File: src/rtl/pipe_intr_pic_pkg.sv
// pic_pkg: shared types and register map for the pipe_intr_pic interrupt controller.
package pic_pkg;

    typedef enum logic [1:0] {
        IDLE = 2'd0,
        REQ  = 2'd1,
        SVC  = 2'd2
    } state_t;

    localparam logic [1:0] ADDR_MASK = 2'd0;
    localparam logic [1:0] ADDR_EDGE = 2'd1;
    localparam logic [1:0] ADDR_PEND = 2'd2;
    localparam logic [1:0] ADDR_STAT = 2'd3;

endpackage

File: src/rtl/pipe_intr_pic_prio_enc.sv
// pic_prio_enc: fixed-priority encoder, lowest set index wins. Purely combinational.
module pic_prio_enc
    import pic_pkg::*;
#(
    parameter int unsigned NSRC = 8,
    parameter int unsigned IDW  = $clog2(NSRC)
) (
    input  logic [NSRC-1:0] vec,
    output logic [IDW-1:0]  id,
    output logic            any
);

    // Scan from the top down so the lowest set index is the last assignment.
    always_comb begin
        id  = '0;
        any = 1'b0;
        for (int unsigned i = NSRC; i > 0; i--) begin
            if (vec[i-1]) begin
                id  = IDW'(i - 1);
                any = 1'b1;
            end
        end
    end

endmodule

File: src/rtl/pipe_intr_pic.sv
// pipe_intr_pic: programmable interrupt controller driving the IU intr/inta handshake.
// Per-source mask and edge/level select, fixed priority (bit 0 highest), vector held
// from commit through inta, in-service until EOI.
// Optional: define PIC_SYNC_EN to pass irq_src through a 2-flop synchronizer.
module pipe_intr_pic
    import pic_pkg::*;
#(
    parameter int unsigned NSRC = 8,
    parameter int unsigned IDW  = $clog2(NSRC)
) (
    input  logic            clk,
    input  logic            rst,
    input  logic [NSRC-1:0] irq_src,
    input  logic            cfg_we,
    input  logic [1:0]      cfg_addr,
    input  logic [31:0]     cfg_wdata,
    output logic [31:0]     cfg_rdata,
    output logic            intr,
    input  logic            inta,
    output logic [IDW-1:0]  vec_id,
    output logic            in_svc,
    input  logic            eoi
);

    logic [NSRC-1:0] mask_q, edge_q, pend_q, prev_q;
    logic [NSRC-1:0] src, rise, pend_eff, req_vec, clr;
    logic [IDW-1:0]  vec_q, win_id;
    logic            win_any, pend_wr, ack;
    state_t          state_q;
    logic            unused_wdata;

    assign unused_wdata = ^cfg_wdata;

`ifdef PIC_SYNC_EN
    logic [NSRC-1:0] sync1_q, sync2_q;

    // Two-flop synchronizer per source bit ahead of edge detect / level use.
    always_ff @(posedge clk) begin
        if (rst) begin
            sync1_q <= '0;
            sync2_q <= '0;
        end else begin
            sync1_q <= irq_src;
            sync2_q <= sync1_q;
        end
    end

    assign src = sync2_q;
`else
    assign src = irq_src;
`endif

    assign rise     = src & ~prev_q;
    // Level sources bypass the sticky register and read the live line.
    assign pend_eff = (pend_q & edge_q) | (src & ~edge_q);
    assign req_vec  = pend_eff & mask_q;
    assign pend_wr  = cfg_we && (cfg_addr == ADDR_PEND);
    assign ack      = (state_q == REQ) && inta;

    pic_prio_enc #(.NSRC(NSRC), .IDW(IDW)) u_prio_enc (
        .vec (req_vec),
        .id  (win_id),
        .any (win_any)
    );

    // Pending-clear sources: W1C write and acknowledge of the committed vector.
    always_comb begin
        clr = '0;
        if (pend_wr) clr = cfg_wdata[NSRC-1:0];
        if (ack)     clr[vec_q] = 1'b1;
    end

    // Config registers, edge-pending storage and previous-sample register.
    always_ff @(posedge clk) begin
        if (rst) begin
            mask_q <= '0;
            edge_q <= '0;
            pend_q <= '0;
            prev_q <= '0;
        end else begin
            if (cfg_we && (cfg_addr == ADDR_MASK)) mask_q <= cfg_wdata[NSRC-1:0];
            if (cfg_we && (cfg_addr == ADDR_EDGE)) edge_q <= cfg_wdata[NSRC-1:0];
            // A new rising edge beats any clear arriving in the same cycle.
            pend_q <= ((pend_q & ~clr) | rise) & edge_q;
            prev_q <= src;
        end
    end

    // Handshake FSM: commit winner, wait for inta, then hold until eoi.
    always_ff @(posedge clk) begin
        if (rst) begin
            state_q <= IDLE;
            vec_q   <= '0;
        end else begin
            case (state_q)
                IDLE: if (win_any) begin
                    state_q <= REQ;
                    vec_q   <= win_id;
                end
                REQ:  if (inta) state_q <= SVC;
                SVC:  if (eoi)  state_q <= IDLE;
                default: state_q <= IDLE;
            endcase
        end
    end

    assign intr   = (state_q == REQ);
    assign in_svc = (state_q == SVC);
    assign vec_id = vec_q;

    // Combinational register readback, zero-extended to 32 bits.
    always_comb begin
        cfg_rdata = '0;
        case (cfg_addr)
            ADDR_MASK: cfg_rdata = 32'(mask_q);
            ADDR_EDGE: cfg_rdata = 32'(edge_q);
            ADDR_PEND: cfg_rdata = 32'(pend_eff);
            ADDR_STAT: cfg_rdata = 32'({in_svc, intr, vec_q});
            default:   cfg_rdata = '0;
        endcase
    end

endmodule

File: config.mk
export PLATFORM = sky130hd
export DESIGN_NAME = pipe_intr_pic
export DESIGN_NICKNAME = d
export VERILOG_FILES = /design/src/rtl/pipe_intr_pic_pkg.sv /design/src/rtl/pipe_intr_pic_prio_enc.sv /design/src/rtl/pipe_intr_pic.sv
export SDC_FILE = /design/constraint.sdc
export NUM_CORES = 1
export LEC_CHECK = 0
export ABC_AREA = 1
export CORE_MARGIN = 1
export CORE_UTILIZATION = 43
export DETAILED_ROUTE_END_ITERATION = 7
export GPL_ROUTABILITY_DRIVEN = 0
export GPL_TIMING_DRIVEN = 0
export PLACE_DENSITY = 0.8
export SYNTH_ARGS = -nofsm -noshare
export SYNTH_HDL_FRONTEND = slang
export SYNTH_SLANG_ARGS = --single-unit
File: constraint.sdc
create_clock -name clk -period 1.4 [get_ports clk]
set_input_delay 0.21 -clock clk [delete_from_list [all_inputs] [get_ports clk]]
set_output_delay 0.21 -clock clk [all_outputs]
set_load 0.01 [all_outputs]
# After elaboration in Yosys (flattened, before gate mapping)
# Cells that the tools add are included.
[word_totals]
register_bits = 37
latchBits = 0
ramBits = 0
rom_bits = 0
inputBits = 47
output_inout_bits = 37
word_cells = 62
memories = 0
[classes]
add_sub_neg = 0
multipliers = 0
n_div = 0
magnitude_cmp = 2
n_eq_ne = 8
shifts = 0
muxes = 25
n_bitwise = 12
n_reduce_logical = 9
[op_table]
columns = ["operator", "count"]
rows = [
  ["one-hot mux 32 bit (4 select lines)", 1],
  ["AND 8 bit", 6],
  ["two-way mux 3 bit", 8],
  ["inverter 8 bit", 3],
  ["bitwise OR 8 bit", 3],
  ["two-way mux 8 bit", 2],
  ["two-way mux 1 bit", 9],
  ["== test 2 bit (second input constant)", 3],
  ["two-way mux 2 bit", 3],
  ["inequality test 2 x 1 -> 1 bit (second input constant)", 3],
  ["one-hot mux 2 bit (3 select lines)", 1],
  ["logical AND 1 bit", 5],
  ["== test 2 x 1 -> 1 bit (second input constant)", 2],
  ["zero test 2 bit", 2],
  ["less-than comparator 3 x 4 -> 1 bit (second input constant)", 1],
  ["demux 1 bit (select 3 bit)", 1],
  ["greater-or-equal comparator 3 x 1 -> 1 bit (second input constant)", 1],
  ["AND reduction 3 bit", 1],
  ["AND reduction 2 bit", 1],
]

# Depth between registers and ports, before layout
[depth]
ltp_word = 14
ltp_mapped = 12
mapped_depth_nobuf = 12

# Hierarchy
# Synthesis repeated with hierarchy kept, for this count alone.
[hier_totals]
hier_cells = 316
area_unflattened_um2 = 2109.5
[by_module_without_submodules]
columns = ["module", "instances", "cells_per_inst", "area_per_inst_um2", "seq_area_each_um2"]
rows = [
  ["pipe_intr_pic", 1, 294, 2010.7, 740.7],
  ["pic_prio_enc", 1, 22, 98.8, 0.0],
]

# Worst setup path before layout
# Ideal clock, no wire load.
[synth_timing]
path_type = "reg-to-reg"
start = "register edge_q[6]"
end = "register vec_q[1], in the netlist vec_id[1]"
setup_time_ns = 0.114
arrival_ns = 0.993
t_required_ns = 1.286
slack_ns = 0.293
stages_incl_launch_ff = 11
path_buffers = 0
synth_period_minus_slack_ns = 1.107
cell_sequence = "dfxtp_1 > inv_2 > nand2_1 > nand3_1 > o21ai_2 > nor2_2 > nand2_2 > nand2_2 > inv_2 > o21ai_2 > nor2_2"
[synth_between]
elab_chain_cells = 12
elab_cells_between_ends = 20
classes_between = "mux (14); bitwise (5); reduce/logical (1)"
[synth_lines]
columns = ["element", "line", "source"]
rows = [
  ["start: declaration", "pipe_intr_pic.sv:25", "logic [NSRC-1:0] mask_q, edge_q, pend_q, prev_q;"],
  ["start signal: assignment", "pipe_intr_pic.sv:82", "if (cfg_we && (cfg_addr == ADDR_EDGE)) edge_q <= cfg_wdata[NSRC-1:0];"],
  ["inverter 8 bit", "pipe_intr_pic.sv:55", "assign pend_eff = (pend_q & edge_q) | (src & ~edge_q);"],
  ["AND 8 bit", "pipe_intr_pic.sv:55", ""],
  ["bitwise OR 8 bit (*)", "pipe_intr_pic.sv:55", ""],
  ["AND 8 bit (*)", "pipe_intr_pic.sv:56", "assign req_vec = pend_eff & mask_q;"],
  ["two-way mux 1 bit (7 in series)", "pipe_intr_pic_prio_enc.sv:18", "if (vec[i-1]) begin"],
  ["AND reduction 2 bit (no source line)", "--", ""],
  ["end signal: assignment", "pipe_intr_pic.sv:98", "vec_q <= win_id;"],
  ["end: declaration", "pipe_intr_pic.sv:27", "logic [IDW-1:0] vec_q, win_id;"],
]
# Every way passes the cells marked *; elsewhere a longest branch is shown, timed or not.
# A chain may end at the register's enable or synchronous reset.

# Worst setup path in the final report
[layout_timing]
start = "register vec_q[1], in the netlist vec_id[1]"
end = "output cfg_rdata[1]"
[layout_between]
elab_chain_cells = 1
[layout_lines]
columns = ["element", "line", "source"]
rows = [
  ["one-hot mux 32 bit (4 select lines)", "pipe_intr_pic.sv:114", "case (cfg_addr)"],
  ["end: declaration", "pipe_intr_pic.sv:17", "output logic [31:0] cfg_rdata,"],
]
# Every way passes these cells. The select of a mux whose other input is x is not followed.

==> metrics.yaml <==
nets: 409
detail_route.wl_per_cell_um: 13.1
clkLatencyLatePin_ps: 300
die_h_um: 71.8
syn_area_sq_mm: 0.00209
vdd_drop_max_mv: 0.441
ys_warn_count: 0
drt_iter0_markers: 187
syn_area_per_cell_sq_um: 7.48
start_kind: "flip-flop"
yosysMostFrequentCell: "nand2_1"
grt_pass1_vias: 1821
core_sq_mm: 0.00469
criticalPathCategory: "reg2out"
synth_commonest_cells: "nand2_1 (44), nor2_1 (38), dfxtp_1 (37), inv_1 (28), buf_4 (24)"
startpoint: "vec_id[1]$_SDFFE_PP0P_"
yosysTopAreaCell: "dfxtp_1"
grt_pass1_wl_um: 8540
powerDensity_mw_per_mm2: 975
synth-async-reset-ratio_pct: 0
track_usage_pct: 21.9
whs_ps: 148
pre_cts_slack_ps: -888
rows: 25
synth_top_area_share_pct: 35.4
ant_nets: 0
period_needed_ps: 1360
synth_cell_type_count: 32
p_leak_nw: 1.40
via_per_inst: 4.98
clock_sinks: 37
final-hold-violation-count: 0
ys.flop_type: "dfxtp_1"
area_growth_pct: 39.2
fin_skew_ps: 8.73
die_w_um: 71.8
initial_core_util_pct: 44.6
total_power_mw: 2.84
drc_errors: 0
cts_buffer_depth: 2
required_ps: 1190
run_status: "complete, no violations"
path_clk_slew_ps: 70
num_vias: 2077
tightestPinTransition_ps: 613
slew_violations: 0
root_buffer: "clkbuf_8"
setup_slack_ps: 41.5
end_kind: "primary output"
timing.rr.start: "edge_q[1]$_SDFFE_PP0P_"
setup_tns_ps: 0
drv_cap: 0
grt_max_degree: 12
wl_um: 5470
first_pass_iters: 6
antenna_found_initial: 0
hp-class: "in2reg"
crit_fanout: 6
numCtsBuffers: 5
grt_overflow: 0
port_buffers: 34
fin_crit_sh_pct: 97.0
min_from: "rst"
arrival_ps: 1150
cts_max_level: 2
drive_above_1_share_pct: 38.6
setup_viol: 0
syn_inst: 280
yosysSeqAreaShare_pct: 35.4
synth_edf_count: 0
cts_tree: "built"
antenna_cells: 0
max-slew-margin-rel_pct: 59.2
ios: 84
yosys_register_bits: 37
yosys-top-cells-area: "dfxtp_1 (35%), buf_4 (8.6%), nand2_1 (7.9%)"
fmax_mhz: 736
dieArea_sq_mm: 0.00515
post-dp-hpwl_um: 3620
-- path summary, 6_finish.rpt --
path	end	slack [ps]	depth (start not counted)
hold reg to reg	pend_q[6]$_SDFF_PP0_	470	2
setup reg to reg	vec_id[1]$_SDFFE_PP0P_	100	11
hold / removal	pend_q[0]$_SDFF_PP0_	150	2
setup / recovery	cfg_rdata[1]	40	3
-- metrics by stage --
| step | cell area, sq um | std cells | util [%] |
|---|---|---|---|
| CTS | 2790 | 410 | 59.4 |
| floorplan | 2180 | 303 | - |
| detailed placement | 2590 | 391 | 55.2 |
| global route | 2920 | 417 | 62.1 |
| global placement | 2590 | 391 | 55.2 |
| finish | 2920 | 417 | 62.1 |
-- logic make-up (layout without fill, tap and decap cells) --
logic type,after synthesis,after routing,synth area share (%)
flip-flops,37,37,35.4
other,1,24,0.179
buffers and inverters,63,123,17.1
AND/OR/NAND/NOR,115,115,28.0
AO/OA/AOI/OAI,64,64,19.4
-- power by group --
group	internal, mW	leakage, nW	total (mW)	switching (mW)
registers	1.12	0.309	1.18	0.0594
clock network	0.581	0.0585	0.974	0.394
logic	0.310	1.03	0.693	0.383
total	2.01	1.40	2.84	0.836
-- cell usage in the layout, fill, tap and decap left out, types with 6 or more instances in the layout --
cell / netlist / final
dfxtp_1: 37 / 26
conb_1: 1 / 24
a21oi_1: 18 / 18
nor2_1: 38 / 37
o21ai_2: 6 / 8
nand2_2: 10 / 13
clkbuf_8: 0 / 6
buf_4: 24 / 42
inv_2: 4 / 13
nand2_1: 44 / 39
dfxtp_2: 0 / 8
a32oi_1: 7 / 7
nor3_2: 7 / 7
dlymetal6s2s_1: 0 / 6
buf_2: 0 / 8
o21ai_0: 15 / 15
inv_1: 28 / 17
clkdlybuf4s50_1: 0 / 13
-- routing by layer --
layer	vias to the layer above	track usage [%]	part of all wire [%]
met3	21	6.19	9.0
li1	1030	-	-
met2	106	35.2	46
met5	-	0	0
met1	920	27.9	42
met4	0	8.50	2.8
-- critical path: stages, from the launching register on --
cell and delay [ps]:
dfxtp_4 400, inv_1 70, o2111ai_2 210, buf_2 160
-- state kept, by name (all words and copies together), names as in the netlist --
name	count
edge_q	8
prev_q	8
pend_q	8
mask_q	8
vec_id	3
state_q	2
-- area by class of cell --
class | count | area [sq um]
buffer | 29 | 225
clock buffer | 7 | 86.3
clock inverter | 1 | 30.0
fill | 413 | 1780
inverter | 34 | 139
multi-input combinational | 203 | 1170
sequential | 37 | 762
tap | 54 | 67.6
timing repair buffer | 52 | 438
-- repair_timing --
item	4_1_cts	5_1_grt
endpoints found under the setup margin	21	10
cloned	0	0
hold buffers	0	0
pin swaps	6	13
resized for setup	59	39
endpoints found under the hold margin	0	0
setup buffers	11	7
Power figures use the tool's default switching activity.
